<file path="src/rtl/rfft_pkg.sv">
// rtl/rfft_pkg.sv - shared constants, FSM states, sample struct and bit-reverse helper for the rfft unload path
package rfft_pkg;

    localparam int ADDR_BIT   = 6;
    localparam int DATA_BIT   = 16;
    localparam int N          = 256;
    localparam int n          = 8;
    localparam int MEM_HEIGHT = N / 4;

    typedef enum logic [1:0] {
        IDLE,
        ISSUE,
        DRAIN
    } state_e;

    typedef struct packed {
        logic [DATA_BIT-1:0] r;
        logic [DATA_BIT-1:0] i;
        logic [n-1:0]        idx;
        logic                last;
    } sample_t;

    function automatic logic [n-1:0] bitrev(input logic [n-1:0] x);
        logic [n-1:0] y;
        for (int j = 0; j < n; j++) begin
            y[j] = x[n-1-j];
        end
        return y;
    endfunction

endpackage

</file>
<file path="src/rtl/rfft_skid_fifo.sv">
// rtl/rfft_skid_fifo.sv - 2-entry sample FIFO with occupancy count and synchronous flush
module rfft_skid_fifo
    import rfft_pkg::*;
(
    input  logic       clk_i,
    input  logic       rst_i,
    input  logic       push_i,
    input  sample_t    data_i,
    input  logic       pop_i,
    output sample_t    data_o,
    output logic [1:0] count_o
);

    sample_t    mem_q [2];
    logic       wr_ptr_q;
    logic       rd_ptr_q;
    logic [1:0] count_q;

    always_ff @(posedge clk_i) begin
        if (rst_i) begin
            mem_q[0] <= '0;
            mem_q[1] <= '0;
            wr_ptr_q <= 1'b0;
            rd_ptr_q <= 1'b0;
            count_q  <= 2'd0;
        end else begin
            if (push_i) begin
                mem_q[wr_ptr_q] <= data_i;
                wr_ptr_q        <= ~wr_ptr_q;
            end
            if (pop_i) begin
                rd_ptr_q <= ~rd_ptr_q;
            end
            count_q <= count_q + {1'b0, push_i} - {1'b0, pop_i};
        end
    end

    // Empty head reads as zero so the stream outputs are 0 whenever nothing is valid.
    assign data_o  = (count_q != 2'd0) ? mem_q[rd_ptr_q] : '0;
    assign count_o = count_q;

endmodule

</file>
<file path="src/rtl/rfft_result_reader.sv">
// rtl/rfft_result_reader.sv - reads rfft_4pt banks in frequency order and streams samples out
// RFFT_BITREV_EN defined: bit-reversed fetch (natural order); undefined: raw storage order.
module rfft_result_reader
    import rfft_pkg::*;
(
    input  logic                  clk,
    input  logic                  rst,
    input  logic                  start,
    output logic                  busy,
    output logic                  done,
    output logic                  re,
    output logic [ADDR_BIT*4-1:0] addr_read,
    input  logic [DATA_BIT-1:0]   mem0,
    input  logic [DATA_BIT-1:0]   mem1,
    input  logic [DATA_BIT-1:0]   mem2,
    input  logic [DATA_BIT-1:0]   mem3,
    input  logic [DATA_BIT-1:0]   mem0_i,
    input  logic [DATA_BIT-1:0]   mem1_i,
    input  logic [DATA_BIT-1:0]   mem2_i,
    input  logic [DATA_BIT-1:0]   mem3_i,
    output logic [DATA_BIT-1:0]   out_r,
    output logic [DATA_BIT-1:0]   out_i,
    output logic [n-1:0]          out_idx,
    output logic                  out_valid,
    input  logic                  out_ready,
    output logic                  out_last
);

    localparam logic [n-1:0] K_LAST = n'(N - 1);

    state_e       state_q, state_d;
    logic [n-1:0] k_issue_q, k_issue_d;
    logic [n-1:0] k_rd_q;
    logic [1:0]   bank_q;
    logic         inflight_q;
    logic [n-1:0] r;
    logic         issue;
    logic         pop;
    logic [1:0]   fifo_count;
    sample_t      push_data;
    sample_t      head;

`ifdef RFFT_BITREV_EN
    assign r = bitrev(k_issue_q);
`else
    assign r = k_issue_q;
`endif

    assign out_valid = (fifo_count != 2'd0);
    assign pop       = out_valid && out_ready;

    always_comb begin
        state_d   = state_q;
        k_issue_d = k_issue_q;
        issue     = 1'b0;
        done      = 1'b0;
        case (state_q)
            IDLE: begin
                if (start) begin
                    state_d   = ISSUE;
                    k_issue_d = '0;
                end
            end
            ISSUE: begin
                // Credit counts buffered plus in-flight samples, freeing a slot on this cycle's pop.
                issue = (3'(fifo_count) + 3'(inflight_q) - 3'(pop)) < 3'd2;
                if (issue) begin
                    if (k_issue_q == K_LAST) begin
                        state_d = DRAIN;
                    end else begin
                        k_issue_d = k_issue_q + n'(1);
                    end
                end
            end
            DRAIN: begin
                if (fifo_count == 2'd0 && !inflight_q) begin
                    done    = 1'b1;
                    state_d = IDLE;
                end
            end
            default: state_d = IDLE;
        endcase
    end

    always_ff @(posedge clk) begin
        if (rst) begin
            state_q    <= IDLE;
            k_issue_q  <= '0;
            k_rd_q     <= '0;
            bank_q     <= 2'd0;
            inflight_q <= 1'b0;
        end else begin
            state_q    <= state_d;
            k_issue_q  <= k_issue_d;
            inflight_q <= issue;
            if (issue) begin
                bank_q <= r[n-1:n-2];
                k_rd_q <= k_issue_q;
            end
        end
    end

    assign busy      = (state_q != IDLE);
    assign re        = issue;
    assign addr_read = issue ? {4{r[ADDR_BIT-1:0]}} : '0;

    always_comb begin
        push_data      = '0;
        push_data.idx  = k_rd_q;
        push_data.last = (k_rd_q == K_LAST);
        case (bank_q)
            2'd0:    begin push_data.r = mem0; push_data.i = mem0_i; end
            2'd1:    begin push_data.r = mem1; push_data.i = mem1_i; end
            2'd2:    begin push_data.r = mem2; push_data.i = mem2_i; end
            default: begin push_data.r = mem3; push_data.i = mem3_i; end
        endcase
    end

    rfft_skid_fifo u_fifo (
        .clk_i   (clk),
        .rst_i   (rst),
        .push_i  (inflight_q),
        .data_i  (push_data),
        .pop_i   (pop),
        .data_o  (head),
        .count_o (fifo_count)
    );

    assign out_r    = head.r;
    assign out_i    = head.i;
    assign out_idx  = head.idx;
    assign out_last = head.last;

endmodule

</file>
<file path="config.mk">
export PLATFORM = sky130hd
export DESIGN_NAME = rfft_result_reader
export DESIGN_NICKNAME = d
export VERILOG_FILES = /design/src/rtl/rfft_pkg.sv /design/src/rtl/rfft_skid_fifo.sv /design/src/rtl/rfft_result_reader.sv
export SDC_FILE = /design/constraint.sdc
export NUM_CORES = 1
export LEC_CHECK = 0
export CORE_ASPECT_RATIO = 1.4
export CORE_MARGIN = 2
export CORE_UTILIZATION = 40
export DETAILED_ROUTE_END_ITERATION = 16
export GPL_TIMING_DRIVEN = 0
export PLACE_DENSITY = 0.72
export SYNTH_ARGS = -nofsm -noshare
export SYNTH_HDL_FRONTEND = slang
export SYNTH_SLANG_ARGS = --single-unit
</file>
<file path="constraint.sdc">
create_clock -name clk -period 6.1 [get_ports clk]
set_input_delay 1.525 -clock clk [delete_from_list [all_inputs] [get_ports clk]]
set_output_delay 1.525 -clock clk [all_outputs]
set_load 0.02 [all_outputs]
</file>
==> flow_metrics.tcl, run 1 <==
set metrics [dict create \
    synthesis.nets 603 \
    cts.htree.levels 3 \
    clk_path_buf_depth 2 \
    synth_cell_types 45 \
    grt_usage 0.192 \
    worst_ep_required_time_ns 4.58 \
    clkSinkCount 106 \
    r2r_end "k_issue_q[2]" \
    drt-vias-per-instance 5.00 \
    synth_top_area_frac 0.428 \
    num_rows 51 \
    die_w_um 105 \
    wl_met2_um 8000 \
    synthTopCellsByArea "edfxtp_1 43%, mux4_2 13%, dfxtp_1 8.4%, mux2i_1 7.3%, and2_1 5.3%" \
    clock_latency_ns 0.34 \
    cts_hold_buf 0 \
    fin_crit_ns 5.89 \
    end_kind "primary output" \
    top_layer_used "met4" \
    grt_start_max_net_pins 37 \
    port_buffers 200 \
    final.setup.tns_ns 0 \
    worstRegToRegCells 12 \
    hold_depth 2 \
    dpl.hpwl_um 11500 \
    die_h_um 146 \
    yosysSeqAreaShare 0.512 \
    yosysMostFrequentCell "edfxtp_1" \
    grt_pass1_wl_um 23200 \
    rrSetupSlack_ns 2.71 \
    tightest_slew_ns 0.876 \
    tritoncts "built" \
    finalClockSkew_ns 0.00737 \
    gp_congestion 0.844 \
    multiInputGateArea_um2 2440 \
    synth_ff_type "edfxtp_1" \
    grt_overflow 0 \
    slew_headroom 0.414 \
    cts_setup_buffers 0 \
    wl_per_cell_um 16.9 \
    clkSlewWorstSetupHoldPaths_ns 0.07 \
    syn_area_um2 5750 \
    fill_cells 1167 \
    p_per_area_nw_per_um2 283 \
    total_power_mw 2.35 \
    placed_area_um2 8020 \
    drtPass1Iterations 4 \
    min_to "k_rd_q[5]" \
    synth_edf_count 82 \
    drcViolationCount 0 \
    numCtsBuffers 9 \
    cts-root-buf "clkbuf_16" \
    antenna_found_initial 0 \
    nets 816 \
    vias 4349 \
    drv_slew 0 \
    yosysWarnings 0 \
    hold_viol_final 0 \
    drt-met1-wl_um 5570 \
    worstHoldStart "k_rd_q[5]" \
    async_reset_ff_frac 0 \
    avgSynthCellArea_um2 12.3 \
    whs_ns 0.479 \
    final_area_um2 8300 \
    finalSetupViolations 0 \
    cp_max_fo 10 \
    p_leak_nw 3.06 \
    drt-initial-drc-count 171 \
    arrival_ns 4.36 \
    max_freq_mhz 170 \
    grt_pass1_vias 4652 \
    worstReg2RegStart "u_fifo.count_o[1]" \
    synth_area_leader_cell "edfxtp_1" \
    period_share 0.966 \
    maxCapViolCount 0 \
    dp.cells 854 \
    n_antenna_cell 0 \
    ys_top_cells_by_count "82 x edfxtp_1, 49 x and2_1, 49 x nor2_1, 42 x mux2i_1, 35 x nor2b_1" \
    area_delta_synth_final_pct 44.5 \
    hp-class "reg2reg" \
    wl_um 14700 \
    io_pins 201 \
    fin_cells 870 \
    wl_met3_um 875 \
    synthCells 467 \
    ys_ff_latch 106 \
    drtAntennaViolNets 0 \
    ir_worst_vdd_mv 0.196 \
    critPathKind "in2out" \
    design.core.area_um2 14000 \
    crit_path_start_kind "input pin" \
    dieArea_um2 15400 \
    initial_core_util 0.411 \
    drive_gt1_frac 0.136 \
    status "finished, final reports clean" \
    regArea_um2 2940 \
]
final cells by class:
cell class | count | share of cell area
flip-flops and latches | 106 | 0.354
multi-input cells | 297 | 0.294
repair buffers | 202 | 0.243
plain buffers | 48 | 0.0369
clock buffers | 11 | 0.0304
well taps | 185 | 0.0279
inverters | 16 | 0.00723
clock inverters | 5 | 0.00542
cells by family after synthesis:
family / after synthesis / share of synthesized area
simple gates: 184 / 0.177
flops: 106 / 0.512
mux: 74 / 0.199
buf+inv: 64 / 0.0634
compound gates: 31 / 0.0331
xor+xnor: 4 / 0.00610
fa+ha+maj: 4 / 0.0100
where the power goes:
| group | leakage (nW) | switching (mW) | internal, mW |
|---|---|---|---|
| clock | 0.150 | 0.259 | 0.307 |
| sequential | 1.05 | 0.0399 | 0.883 |
| combinational | 1.86 | 0.461 | 0.399 |
| total | 3.06 | 0.760 | 1.59 |
stage by stage:
stage | util | setup WS (ns)
after global placement | 0.571 | -0.0773
after detailed placement | 0.574 | -0.106
after global routing | 0.594 | -0.00151
final | 0.594 | 0.210
after CTS | 0.593 | 0.00746
after floorplan | - | 0.889
registers in the layout, summed over array words and instances, names as in the netlist, named ones only:
name / flops
u_fifo.mem_q: 82
k_issue_q: 8
u_fifo.rd_ptr_q: 1
k_rd_q: 8
u_fifo.count_o: 2
state_q: 2
u_fifo.wr_ptr_q: 1
inflight_q: 1
repair_timing:
action,in CTS,in global routing
cloned,0,0
gates resized for setup,23,7
endpoints found under the setup margin,23,19
hold endpoints to repair,0,0
layer usage:
layer  global-route usage  up-vias
met2                0.358      160
met4               0.0640        0
li1                     -     2078
met5                    0        -
met3               0.0336       23
met1                0.217     2088
cells in the final DEF (no fill, tap or decap), drive strengths merged, types with 5 or more instances in the layout:
cell and n:
clkdlybuf4s50 176, o21ai 7, buf 36, nand2 21, dlygate4sd2 18, nor2 49
clkbuf 25, clkdlybuf4s15 5, dfxtp 24, nor2b 35, nor3b 5, inv 19
edfxtp 82, a21oi 14, mux2i 42, and2 49, mux4 32
worst max path at each step:
stage,from,to,slack (ns),cells after the start
2_1_floorplan,out_ready,addr_read[12],0.89,12
3_3_place_gp,out_ready,addr_read[12],-0.08,14
3_5_place_dp,out_ready,addr_read[13],-0.11,14
4_1_cts,out_ready,addr_read[3],0.007,13
5_1_grt,out_ready,addr_read[13],-0.002,14
6_report,out_ready,addr_read[13],0.21,14
worst max-delay path: stages:
cell and delay (ns):
clkdlybuf4s50_1 0.39, and2_1 0.16, ha_1 0.28, inv_1 0.04, ha_1 0.18, fa_1 0.50, nor3b_2 0.20, nand2_2 0.13
inv_1 0.10, clkbuf_4 0.20, nand2_1 0.09, inv_1 0.13, buf_4 0.12, dlygate4sd2_1 0.33
(Power assumes the default switching activity.)
==> run 2, diff against run 1 <==
CORE_UTILIZATION = 35   (was 40)
PLACE_DENSITY = 0.65   (was 0.72)
==> run 2 against run 1 <==
Flip-flop and latch count unchanged. Highest routed layer is now met5. Clock power increased by 2%. Global-route usage decreased by 2.4 points. Utilization decreased by 7.9 points. Largest cell class unchanged.
==> flow_metrics.tcl, run 2 (synthesized netlist as in run 1, its figures left out) <==
set metrics [dict create \
    status "finished, final reports clean" \
    drt-initial-drc-count 155 \
    tritoncts "built" \
    antenna_found_initial 1 \
    worst_ep_required_time_ns 4.58 \
    hold_depth 2 \
    fin_crit_ns 5.91 \
    io_pins 201 \
    pwr-share-comb 0.365 \
    drive_gt1_frac 0.149 \
    cts_setup_buffers 0 \
    drcViolationCount 0 \
    hold_viol_final 0 \
    clkSlewWorstSetupHoldPaths_ns 0.08 \
    clkSinkCount 106 \
    die_h_um 156 \
    cts-root-buf "clkbuf_16" \
    worstHoldStart "k_rd_q[0]" \
    finish.utilization 0.515 \
    min_to "k_rd_q[0]" \
    gp_congestion 0.848 \
    maxCapViolCount 0 \
    regMostFlops "u_fifo.mem_q" \
    placed_area_um2 8040 \
    drtAntennaViolNets 0 \
    period_share 0.969 \
    final_common_cell "clkdlybuf4s50_1" \
    cts.htree.levels 3 \
    tightest_slew_ns 0.884 \
    final_area_um2 8300 \
    arrival_ns 4.39 \
    layout.cells.most_common_list "176 x clkdlybuf4s50_1, 82 x edfxtp_1, 49 x nor2_1, 49 x and2_1, 42 x mux2i_1" \
    worstRegToRegCells 12 \
    grt_usage 0.168 \
    grt_start_max_net_pins 36 \
    clk_path_buf_depth 2 \
    max_freq_mhz 169 \
    swShare 0.326 \
    dp_slack_ns -0.163 \
    finalClockSkew_ns 0.00877 \
    area_delta_synth_final_pct 44.4 \
    cp_max_fo 10 \
    dieArea_um2 17500 \
    wl_per_cell_um 16.7 \
    finalSetupViolations 0 \
    clkPwrFrac 0.245 \
    largest_reg_flops 82 \
    slew_headroom 0.409 \
    wl_um 14700 \
    nets 816 \
    finalWorstSetupSlack_ns 0.187 \
    grt_overflow 0 \
    design.core.area_um2 16100 \
    ir_worst_vdd_mv 0.172 \
    dpl.hpwl_um 11400 \
    internal_power_mw 1.59 \
    numCtsBuffers 9 \
    die_w_um 112 \
    n_antenna_cell 0 \
    total_power_mw 2.36 \
    clock_latency_ns 0.35 \
    r2r_end "k_issue_q[2]" \
    drt-vias-per-instance 4.89 \
    crit_path_start_kind "input pin" \
    rrSetupSlack_ns 2.67 \
    power.switching_mw 0.769 \
    num_rows 55 \
    grt_pass1_vias 4543 \
    grt_pass1_wl_um 22800 \
    vias 4323 \
    p_per_area_nw_per_um2 284 \
    port_buffers 200 \
    end_kind "primary output" \
    drv_slew 0 \
    hp-class "reg2reg" \
    p_leak_nw 2.99 \
    critPathKind "in2out" \
    top_regs "u_fifo.mem_q (82), k_issue_q (8), k_rd_q (8)" \
    p_seq_frac 0.390 \
    worstReg2RegStart "u_fifo.count_o[1]" \
    drtPass1Iterations 4 \
    initial_core_util 0.357 \
]
run 2: how the worst max path moves through the flow:
stage / startpoint / to / slack, ns
6_report: out_ready / addr_read[17] / 0.19
5_1_grt: out_ready / addr_read[11] / -0.01
4_1_cts: out_ready / addr_read[7] / 0.1
3_5_place_dp: out_ready / addr_read[7] / -0.16
3_3_place_gp: out_ready / addr_read[7] / -0.09
2_1_floorplan: out_ready / addr_read[12] / 0.89
run 2: power by group through the flow:
stage | sequential [mW] | combinational, mW | clock [mW]
after global placement | 0.937 | 0.851 | 0
after floorplan | 0.928 | 0.495 | 0
after CTS | 0.922 | 0.873 | 0.591
after global routing | 0.931 | 0.928 | 0.623
final | 0.921 | 0.861 | 0.578
after detailed placement | 0.938 | 0.873 | 0
run 2: worst max-delay path: stages:
cell and delay (ns):
clkdlybuf4s50_1 0.39, and2_1 0.17, ha_1 0.29, inv_1 0.04
ha_1 0.18, fa_1 0.51, nor3b_2 0.20, nand2_2 0.14
inv_1 0.11, clkbuf_4 0.20, nand2_1 0.10, inv_1 0.13
buf_4 0.12, clkdlybuf4s15_1 0.29
run 2: area by class of cell:
cell class                 instances  area, um^2
fill                            1434        7800
sequential                       106        2940
multi-input combinational        297        2440
timing repair buffer             202        1990
buffer                            48         307
clock buffer                      10         250
tap                              199         249
inverter                          16        60.1
clock inverter                     6        55.1
run 2: repair_timing:
| action | CTS | global route |
|---|---|---|
| gates cloned | 0 | 0 |
| pin swaps | 0 | 0 |
| setup endpoints to repair | 24 | 19 |
| gates resized for setup | 24 | 28 |
| hold buffers | 0 | 0 |
run 2: metal layers:
layer,wire [um],up-vias,track usage
met2,8130,140,0.317
met5,12,-,0
met3,723,25,0.0315
met4,303,2,0.0616
li1,-,2075,-
met1,5550,2081,0.185
run 2: metrics by stage:
step	hold slack [ns]	instances	setup TNS (ns)
floorplan	0.453	467	0
global placement	0.466	866	-1.35
detailed placement	0.472	868	-2.79
CTS	0.484	884	0
global route	0.511	884	-0.0475
finish	0.481	884	0
